<file path="src/rtl/kgp_isa_pkg.sv">
// KGP-RISC ISA constants shared by the encoder/loader, the field packer and
// any bench that wants to speak in opcode names: opcode values, the bit
// positions of each field inside the 32-bit word, and the loader FSM states.
package kgp_isa_pkg;

  localparam logic [3:0] OP_ALU  = 4'b0000;
  localparam logic [3:0] OP_ALUI = 4'b0001;
  localparam logic [3:0] OP_LD   = 4'b0010;
  localparam logic [3:0] OP_ST   = 4'b0011;
  localparam logic [3:0] OP_BR   = 4'b0100;
  localparam logic [3:0] OP_JR   = 4'b0101;
  localparam logic [3:0] OP_BRR  = 4'b0110;

  // Opcode always occupies [31:28].
  localparam int OPC_LSB      = 28;
  // Two 5-bit register slots directly below the opcode: [27:23] and [22:18].
  localparam int SLOT_A_LSB   = 23;
  localparam int SLOT_B_LSB   = 18;
  // ALU: funcode at [17:14].
  localparam int ALU_FUN_LSB  = 14;
  // ALUI / BRR: imm at [22:7], funcode at [6:3].
  localparam int ALUI_IMM_LSB = 7;
  localparam int ALUI_FUN_LSB = 3;
  // LD / ST: imm at [17:2].
  localparam int MEM_IMM_LSB  = 2;
  // BR: imm at [27:12], funcode at [11:8].
  localparam int BR_IMM_LSB   = 12;
  localparam int BR_FUN_LSB   = 8;

  typedef enum logic [1:0] {
    ST_IDLE  = 2'd0,
    ST_LOAD  = 2'd1,
    ST_DRAIN = 2'd2,
    ST_DONE  = 2'd3
  } state_t;

  // Opcodes above BRR have no defined field layout.
  function automatic logic is_legal_op(input logic [3:0] op);
    return (op <= OP_BRR);
  endfunction

endpackage

</file>
<file path="src/rtl/instr_field_packer.sv">
// Purely combinational packer: decoded fields -> 32-bit KGP-RISC word.
// Fields not used by an opcode's format are ignored; unlisted bits are 0.
// Unknown opcodes produce an opcode-only word.
module instr_field_packer
  import kgp_isa_pkg::*;
(
  input  logic [3:0]  opcode,
  input  logic [4:0]  reg1,
  input  logic [4:0]  reg2,
  input  logic [15:0] imm,
  input  logic [3:0]  funcode,
  output logic [31:0] word
);

  // Place each field according to the format selected by the opcode.
  always_comb begin
    word = '0;
    word[OPC_LSB +: 4] = opcode;
    case (opcode)
      OP_ALU: begin
        word[SLOT_A_LSB +: 5]  = reg1;
        word[SLOT_B_LSB +: 5]  = reg2;
        word[ALU_FUN_LSB +: 4] = funcode;
      end
      OP_ALUI, OP_BRR: begin
        word[SLOT_A_LSB +: 5]    = reg1;
        word[ALUI_IMM_LSB +: 16] = imm;
        word[ALUI_FUN_LSB +: 4]  = funcode;
      end
      OP_LD, OP_ST: begin
        // Memory ops carry reg2 in the first slot and reg1 in the second.
        word[SLOT_A_LSB +: 5]   = reg2;
        word[SLOT_B_LSB +: 5]   = reg1;
        word[MEM_IMM_LSB +: 16] = imm;
      end
      OP_BR: begin
        word[BR_IMM_LSB +: 16] = imm;
        word[BR_FUN_LSB +: 4]  = funcode;
      end
      OP_JR: begin
        word[SLOT_A_LSB +: 5] = reg1;
      end
      default: ;
    endcase
  end

endmodule

</file>
<file path="src/rtl/instr_encoder_loader.sv">
// Program loader: accepts decoded instruction bundles on a valid/ready
// stream, packs them into 32-bit words and writes them to sequential
// instruction-memory addresses through a single output register that holds
// while the memory stalls.
// Optional build macro: ILLEGAL_OP_CHECK_EN -- when defined, bundles with an
// opcode above BRR are consumed but not written, and err pulses instead.
module instr_encoder_loader
  import kgp_isa_pkg::*;
#(
  parameter int ADDR_W    = 10,
  parameter int DEPTH     = 1024,
  parameter int BASE_ADDR = 0
) (
  input  logic              clk,
  input  logic              rst,
  input  logic              start,
  input  logic              in_valid,
  output logic              in_ready,
  input  logic              in_last,
  input  logic [3:0]        opcode,
  input  logic [4:0]        reg1,
  input  logic [4:0]        reg2,
  input  logic [15:0]       imm,
  input  logic [3:0]        funcode,
  output logic              wr_en,
  output logic [ADDR_W-1:0] wr_addr,
  output logic [31:0]       wr_data,
  input  logic              imem_ready,
  output logic              busy,
  output logic              done,
  output logic              full,
  output logic [ADDR_W:0]   count,
  output logic              err
);

  localparam logic [ADDR_W:0]   DEPTH_C = (ADDR_W+1)'(DEPTH);
  localparam logic [ADDR_W-1:0] BASE_C  = ADDR_W'(BASE_ADDR);

  state_t              state_reg, state_next;
  logic                wr_en_reg;
  logic [31:0]         wr_data_reg;
  logic [ADDR_W-1:0]   wr_addr_reg;
  logic [ADDR_W:0]     count_reg;
  logic                full_reg;
  logic                err_reg;

  logic [31:0]         packed_word;
  logic                accept;
  logic                write_done;
  logic                drop;
  logic [ADDR_W:0]     count_inc;
  logic [ADDR_W+1:0]   committed;
  logic                hits_depth;

  instr_field_packer u_packer (
    .opcode  (opcode),
    .reg1    (reg1),
    .reg2    (reg2),
    .imm     (imm),
    .funcode (funcode),
    .word    (packed_word)
  );

`ifdef ILLEGAL_OP_CHECK_EN
  assign drop = !is_legal_op(opcode);
`else
  assign drop = 1'b0;
`endif

  // Words already written plus the one sitting in the output register.
  assign committed  = {1'b0, count_reg} + (ADDR_W+2)'(wr_en_reg);
  assign count_inc  = count_reg + (ADDR_W+1)'(1);
  assign write_done = wr_en_reg && imem_ready;
  assign hits_depth = write_done && (count_inc == DEPTH_C);
  assign in_ready   = (state_reg == ST_LOAD) && (!wr_en_reg || imem_ready) &&
                      (committed < {1'b0, DEPTH_C});
  assign accept     = in_valid && in_ready;

  assign wr_en   = wr_en_reg;
  assign wr_addr = wr_addr_reg;
  assign wr_data = wr_data_reg;
  assign count   = count_reg;
  assign full    = full_reg;
  assign err     = err_reg;
  assign busy    = (state_reg == ST_LOAD) || (state_reg == ST_DRAIN);
  assign done    = (state_reg == ST_DONE);

  // Session FSM: LOAD until last bundle or depth reached, DRAIN until the
  // output register empties, then a single DONE cycle.
  always_comb begin
    state_next = state_reg;
    case (state_reg)
      ST_IDLE:  if (start) state_next = ST_LOAD;
      ST_LOAD:  if ((accept && in_last) || hits_depth) state_next = ST_DRAIN;
      ST_DRAIN: if (!wr_en_reg) state_next = ST_DONE;
      ST_DONE:  state_next = ST_IDLE;
      default:  state_next = ST_IDLE;
    endcase
  end

  // State, output register, address/count bookkeeping and status flags.
  always_ff @(posedge clk) begin
    if (rst) begin
      state_reg   <= ST_IDLE;
      wr_en_reg   <= 1'b0;
      wr_data_reg <= '0;
      wr_addr_reg <= BASE_C;
      count_reg   <= '0;
      full_reg    <= 1'b0;
      err_reg     <= 1'b0;
    end else begin
      state_reg <= state_next;
      err_reg   <= accept && drop;

      if ((state_reg == ST_IDLE) && start) begin
        wr_addr_reg <= BASE_C;
        count_reg   <= '0;
        full_reg    <= 1'b0;
      end else if (write_done) begin
        wr_addr_reg <= wr_addr_reg + ADDR_W'(1);
        count_reg   <= count_inc;
        if (count_inc == DEPTH_C) full_reg <= 1'b1;
      end

      // A new bundle may replace the held word only in the cycle it drains,
      // which in_ready already guarantees.
      if (accept && !drop) begin
        wr_en_reg   <= 1'b1;
        wr_data_reg <= packed_word;
      end else if (write_done) begin
        wr_en_reg <= 1'b0;
      end
    end
  end

endmodule

</file>
<file path="config.mk">
export PLATFORM = sky130hd
export DESIGN_NAME = instr_encoder_loader
export DESIGN_NICKNAME = d
export VERILOG_FILES = /design/src/rtl/kgp_isa_pkg.sv /design/src/rtl/instr_field_packer.sv /design/src/rtl/instr_encoder_loader.sv
export SDC_FILE = /design/constraint.sdc
export NUM_CORES = 1
export LEC_CHECK = 0
export CAP_MARGIN = 5
export CORE_MARGIN = 2
export CORE_UTILIZATION = 41
export DETAILED_ROUTE_END_ITERATION = 8
export PLACE_DENSITY = 0.76
export REMOVE_ABC_BUFFERS = 1
export SLEW_MARGIN = 20
export SYNTH_ARGS = -nofsm -noshare
export SYNTH_HDL_FRONTEND = slang
export SYNTH_SLANG_ARGS = --single-unit
</file>
<file path="constraint.sdc">
create_clock -name clk -period 2.1 [get_ports clk]
set_input_delay 0.63 -clock clk [delete_from_list [all_inputs] [get_ports clk]]
set_output_delay 0.63 -clock clk [all_outputs]
set_load 0.02 [all_outputs]
</file>
==> results.sh, run 1 <==
export IMPL_netlist_cell_type_count=58
export IMPL_r2r_slack_ns=0.07
export IMPL_synthTopCellsByArea="dfxtp_1 38%, a222oi_1 7.0%, nor2_1 6.3%"
export IMPL_synth_top_family_by_area="compound AO/OA/AOI/OAI gates"
export IMPL_die_area_sq_mm=0.007680
export IMPL_syn_area_per_cell_sq_um=8.560
export IMPL_first_pass_iters=8
export IMPL_portBuffers=95
export IMPL_async_reset_ff_share_pct=0
export IMPL_synth_compound_area_share_pct=23.87
export IMPL_cts_sinks=55
export IMPL_ios=99
export IMPL_worstRegToRegCells=8
export IMPL_skew_ns=0.01195
export IMPL_ant_nets=0
export IMPL_whs_path_depth=2
export IMPL_routed_wl_mm=8.693
export IMPL_worst_r2r_startpoint="count[5]"
export IMPL_cts_buffer_depth=2
export IMPL_top_layer_used="met4"
export IMPL_place_gp_congestion=0.9032
export IMPL_grt_util_all_layers_pct=22.49
export IMPL_setup_slack_ns=0.05680
export IMPL_start_util_pct=42.21
export IMPL_hp_start="wr_data[31]"
export IMPL_yosysTopAreaCellShare_pct=38.39
export IMPL_ir_drop_mv=0.3277
export IMPL_grt_max_degree=33
export IMPL_dp_hpwl_mm=6.285
export IMPL_viasPerCell=5.524
export IMPL_fmax_mhz=489.4
export IMPL_maxCapViolCount=0
export IMPL_antenna_cells=0
export IMPL_core_region_area_sq_mm=0.006794
export IMPL_regArea_sq_mm=0.001110
export IMPL_yosys_area_share_xor_xnor_pct=5.497
export IMPL_rows=30
export IMPL_critical_path_class="reg2out"
export IMPL_synth_simple_area_share_pct=22.69
export IMPL_route_met3_wl_um=698
export IMPL_setup_viol=0
export IMPL_cts_root_buf="clkbuf_8"
export IMPL_arrival_ns=1.41
export IMPL_powerDensity_mw_per_mm2=675.4
export IMPL_reg2reg_to="state_reg[1]"
export IMPL_yosysWarningCount=0
export IMPL_pre_cts_ws_ns=-0.5912
export IMPL_min_to="wr_data[31]"
export IMPL_p_leak_nw=1.802
export IMPL_drv_slew=0
export IMPL_multi_input_area_sq_mm=0.001695
export IMPL_synth_area_sq_mm=0.002868
export IMPL_die_w_um=87.64
export IMPL_grt_pass1_wl_mm=13.99
export IMPL_final_fill_count=569
export IMPL_start_kind="register"
export IMPL_synth_commonest_cells="55 x dfxtp_1, 48 x nor2_1, 38 x nand2_1"
export IMPL_rsz0062_at_grt="true"
export IMPL_syn_to_final_growth_pct=56.72
export IMPL_hold_path_class="reg2reg"
export IMPL_routed_wl_met2_mm=4.218
export IMPL_m1WireLength_mm=3.707
export IMPL_remaining_drc_errors=0
export IMPL_worstPathRequired_ns=1.47
export IMPL_synth_top_area_cell="dfxtp_1"
export IMPL_crit_fanout=6
export IMPL_endpoint_kind="primary output"
export IMPL_antenna_found_initial=0
export IMPL_finalHoldViolations=0
export IMPL_fin_crit_sh_pct=97.30
export IMPL_ys_seq_area_share_pct=38.39
export IMPL_finalNetCount=516
export IMPL_post_synth_top_count_cell="dfxtp_1"
export IMPL_largest_register_ffs=30
export IMPL_drive_gt1_share_pct=20.68
export IMPL_cp_startpoint="count[7]"
export IMPL_insertion_delay_ns=0.31
export IMPL_grt_pass1_vias=2963
export IMPL_synth_seq_cells=55
export IMPL_drt_initial_drc_count=271
export IMPL_synthMuxAreaShare_pct=0
export IMPL_dr_total_vias=3121
export IMPL_cts_buffers=5
export IMPL_totalNegativeSetupSlack_ns=0
export IMPL_overflow=0
export IMPL_outcome="completed"
export IMPL_htreeDepth=2
export IMPL_synth_fa_ha_area_share_pct=3.490
export IMPL_path_clk_slew_ns=0.10
export IMPL_synth_edf_count=0
export IMPL_min_period_ns=2.043
export IMPL_wl_per_cell_um=15.39
export IMPL_synthCells=335
export IMPL_tritoncts="yes"
export IMPL_synth_flop_cell="dfxtp_1"
export IMPL_fp_dieH_um=87.64
==> where the power goes <==
part | internal (mW) | switching [mW]
sequential | 1.15 | 0.0628
clock | 0.236 | 0.360
combinational | 0.591 | 0.639
total | 1.97 | 1.06
==> worst max path at each step <==
stage and to:
5_1_grt state_reg[1], 2_1_floorplan wr_data[27], 3_3_place_gp in_ready, 3_5_place_dp in_ready, 6_report count[7], 4_1_cts state_reg[1]
==> critical path, stage by stage (launching register included) <==
cell and delay, ns:
dfxtp_1 0.35, buf_4 0.15, clkdlybuf4s50_1 0.60
==> through the flow <==
step                util (%)  instance area, sq um  std cells  total power, mW  hold WS (ns)
floorplan                  -                  2735        308            1.830        0.5016
global placement       62.71                  4260        553            2.420        0.4477
detailed placement     62.71                  4260        553            2.453        0.4598
CTS                    64.59                  4388        561            3.041        0.4735
global route           66.15                  4494        565            3.203        0.5014
finish                 66.15                  4494        565            3.035        0.4744
==> cell usage in the layout (no fill, tap or decap), types with 3 or more instances in the layout <==
cell type         n
and3_1            5
dlygate4sd2_1     3
nor3_1            8
a222oi_1         20
nor2_1           48
dfxtp_1          52
dlymetal6s2s_1    9
ha_1              7
nand2_1          38
a21oi_1          11
inv_1             8
buf_6             3
a211oi_1          6
a22oi_1           4
a31oi_1           3
buf_4            53
buf_12            3
clkdlybuf4s50_1  81
conb_1            3
xnor2_1           9
a221oi_1          5
xor2_1            9
a2bb2oi_1         5
nand3_1           9
a311oi_1          3
clkbuf_8          5
==> layer usage <==
metal	up-vias	GRT usage (%)
met5	-	0
li1	1492	-
met3	9	5.278
met1	1460	29.32
met2	160	37.05
met4	0	6.713
==> what timing repair did <==
item	4_1_cts	5_1_grt
setup endpoints to repair	32	29
pin swaps	5	11
gates resized for setup	20	21
hold buffers	0	0
setup buffers	0	4
==> final cells by class <==
type | instances | area share [%]
multi-input cells | 245 | 37.72
repair buffers | 153 | 32.29
flip-flops and latches | 55 | 24.69
well taps | 96 | 2.673
clock buffers | 5 | 1.531
inverters | 8 | 0.6682
clock inverters | 3 | 0.4176
==> cells by family after synthesis <==
| family | after synthesis |
|---|---|
| XOR/XNOR | 18 |
| adder cells (fa/ha/maj) | 8 |
| other | 1 |
| AND/OR/NAND/NOR | 135 |
| flip-flops | 55 |
| buffers and inverters | 37 |
| AO/OA/AOI/OAI | 81 |
Power figures use the tool's default switching activity.
==> run 2: changes to the inputs <==
- CAP_MARGIN: 5 -> 10
==> results of run 2 <==
The final DEF is identical to that of run 1; final timing and power are the same.
==> run 3: changes to the inputs <==
- CORE_UTILIZATION: 41 -> 42
- CTS_BUF_LIST: not set -> sky130_fd_sc_hd__clkbuf_8
- PLACE_DENSITY: 0.76 -> 0.78
==> run 3 against run 2 <==
Non-clock buffer count is 4 higher. Power is 0.60% lower. Sequential power hardly changed. Register-to-register slack hardly changed. Design area is 0.14% lower. Die area is 2.3% lower. Sequential cell count stayed put. Final cell count is 2.1% lower. Combinational power hardly changed. Global-route usage is 0.42 points lower. Highest routed layer unchanged.
==> results.sh, run 3 (synthesis results as in run 1) <==
export IMPL_finalHoldViolations=0
export IMPL_rows=30
export IMPL_final_cell_mix="81 x clkdlybuf4s50_1, 54 x buf_4, 52 x dfxtp_1"
export IMPL_combPwrFrac_pct=40.2
export IMPL_ios=99
export IMPL_place_gp_congestion=0.8991
export IMPL_finalNetCount=520
export IMPL_start_util_pct=42.92
export IMPL_netSwitchingPower_mw=1.047
export IMPL_cts_buffers=5
export IMPL_min_period_ns=2.063
export IMPL_drv_slew=0
export IMPL_largest_register_ffs=30
export IMPL_antenna_cells=0
export IMPL_worst_r2r_startpoint="count[1]"
export IMPL_cp_startpoint="imem_ready"
export IMPL_drive_gt1_share_pct=21.35
export IMPL_hp_start="wr_data[30]"
export IMPL_overflow=0
export IMPL_powerDensity_mw_per_mm2=672.3
export IMPL_instances_no_fill=553
export IMPL_dp_hpwl_mm=6.116
export IMPL_grt_pass1_wl_mm=13.44
export IMPL_drt_initial_drc_count=170
export IMPL_routed_wl_mm=8.560
export IMPL_rsz0062_at_grt="true"
export IMPL_crit_fanout=3
export IMPL_endpoint_kind="primary output"
export IMPL_outcome="completed"
export IMPL_pre_cts_ws_ns=-0.6827
export IMPL_worstPathRequired_ns=1.47
export IMPL_skew_ns=0.01825
export IMPL_place_area_sq_mm=0.004263
export IMPL_die_w_um=86.63
export IMPL_cts_buffer_depth=2
export IMPL_fp_dieH_um=86.63
export IMPL_syn_to_final_growth_pct=56.50
export IMPL_start_kind="input pin"
export IMPL_remaining_drc_errors=0
export IMPL_p_int_mw=1.971
export IMPL_grt_pass1_vias=2922
export IMPL_core_region_area_sq_mm=0.006681
export IMPL_dpl_cell_count=540
export IMPL_wl_per_cell_um=15.48
export IMPL_ir_drop_mv=0.3299
export IMPL_path_clk_slew_ns=0.10
export IMPL_critical_path_class="in2out"
export IMPL_arrival_ns=1.43
export IMPL_viasPerCell=5.665
export IMPL_die_area_sq_mm=0.007505
export IMPL_setup_slack_ns=0.03715
export IMPL_insertion_delay_ns=0.32
export IMPL_setup_viol=0
export IMPL_p_leak_nw=1.829
export IMPL_cts_root_buf="clkbuf_8"
export IMPL_grt_max_degree=33
export IMPL_fmax_mhz=484.8
export IMPL_first_pass_iters=5
export IMPL_grt_util_all_layers_pct=22.07
export IMPL_p_sw_share_pct=34.69
export IMPL_fin_crit_sh_pct=98.23
export IMPL_hold_path_class="reg2reg"
export IMPL_antenna_found_initial=0
export IMPL_maxCapViolCount=0
export IMPL_totalNegativeSetupSlack_ns=0
export IMPL_final_area_sq_mm=0.004488
export IMPL_tritoncts="yes"
export IMPL_crit_chain="dlygate4sd2_1, nand2b_4, nand3_1, nor2_2, buf_4"
export IMPL_portBuffers=95
export IMPL_ant_nets=0
export IMPL_htreeDepth=2
export IMPL_cpPeakStageDelay_ns=0.25
export IMPL_mostFrequentLayoutCell="clkdlybuf4s50_1"
export IMPL_cts_sinks=55
export IMPL_cp_slowest_cell="dlygate4sd2_1"
export IMPL_clockPowerShare_pct=19.7
export IMPL_p_seq_share_pct=40.1
export IMPL_dr_total_vias=3133
## run 3: changes by cell type in the layout (fill, tap and decap cells not counted), sizes merged
cell / previous run / this run
buf: 59 / 63
dlymetal6s2s: 9 / 10
clkdlybuf4s15: 1 / 0
dlygate4sd2: 3 / 2
clkbuf: 5 / 6
## run 3: path summary, 6_finish.rpt
path | slack [ns] | end | cells past startpoint
worst max-delay path | 0.04 | in_ready | 5
worst min-delay path | 0.46 | wr_data[30] | 2
worst max register to register | 0.07 | state_reg[1] | 7
worst min register to register | 0.46 | wr_data[30] | 2
## run 3: layout make-up
class | count | area (sq um)
clock inverters | 3 | 18.77
multi-input cells | 245 | 1688
flip-flops and latches | 55 | 1110
well taps | 80 | 100.1
clock buffers | 5 | 68.82
inverters | 8 | 30.03
fillers | 542 | 2193
repair buffers | 157 | 1473
## run 3: metrics by stage
step / hold slack (ns) / power [mW] / util, %
after detailed placement: 0.4505 / 2.454 / 63.80
after global routing: 0.4958 / 3.200 / 67.17
after CTS: 0.4644 / 3.030 / 65.45
final: 0.4624 / 3.017 / 67.17
after global placement: 0.4463 / 2.429 / 63.80
after floorplan: 0.5016 / 1.830 / -
## run 3: timing repair
item                       4_1_cts  5_1_grt
pin swaps                        2        9
gates resized for setup         15       26
setup endpoints to repair       25       30
setup buffers                    0        2
hold buffers                     0        0
cloned                           0        3
## run 3: power by group through the flow
stage	Combinational, mW	Clock (mW)	Sequential (mW)
after floorplan	0.500	0	1.33
after CTS	1.21	0.604	1.21
after detailed placement	1.22	0	1.23
after global routing	1.32	0.657	1.23
final	1.21	0.594	1.21
after global placement	1.20	0	1.23
## run 3: worst max-delay path: cells and delay by family
kind          cells  cell delay (ns)
buf+inv           2             0.40
simple gates      3             0.40
## run 3: metal layers
metal	track usage, %	wire (um)	share of wire [%]	vias up
met5	0	0	0	-
met4	5.824	94	1.1	0
met3	4.952	537	6.3	9
met2	37.97	4406	51	133
met1	27.83	3522	41	1488
li1	-	-	-	1503
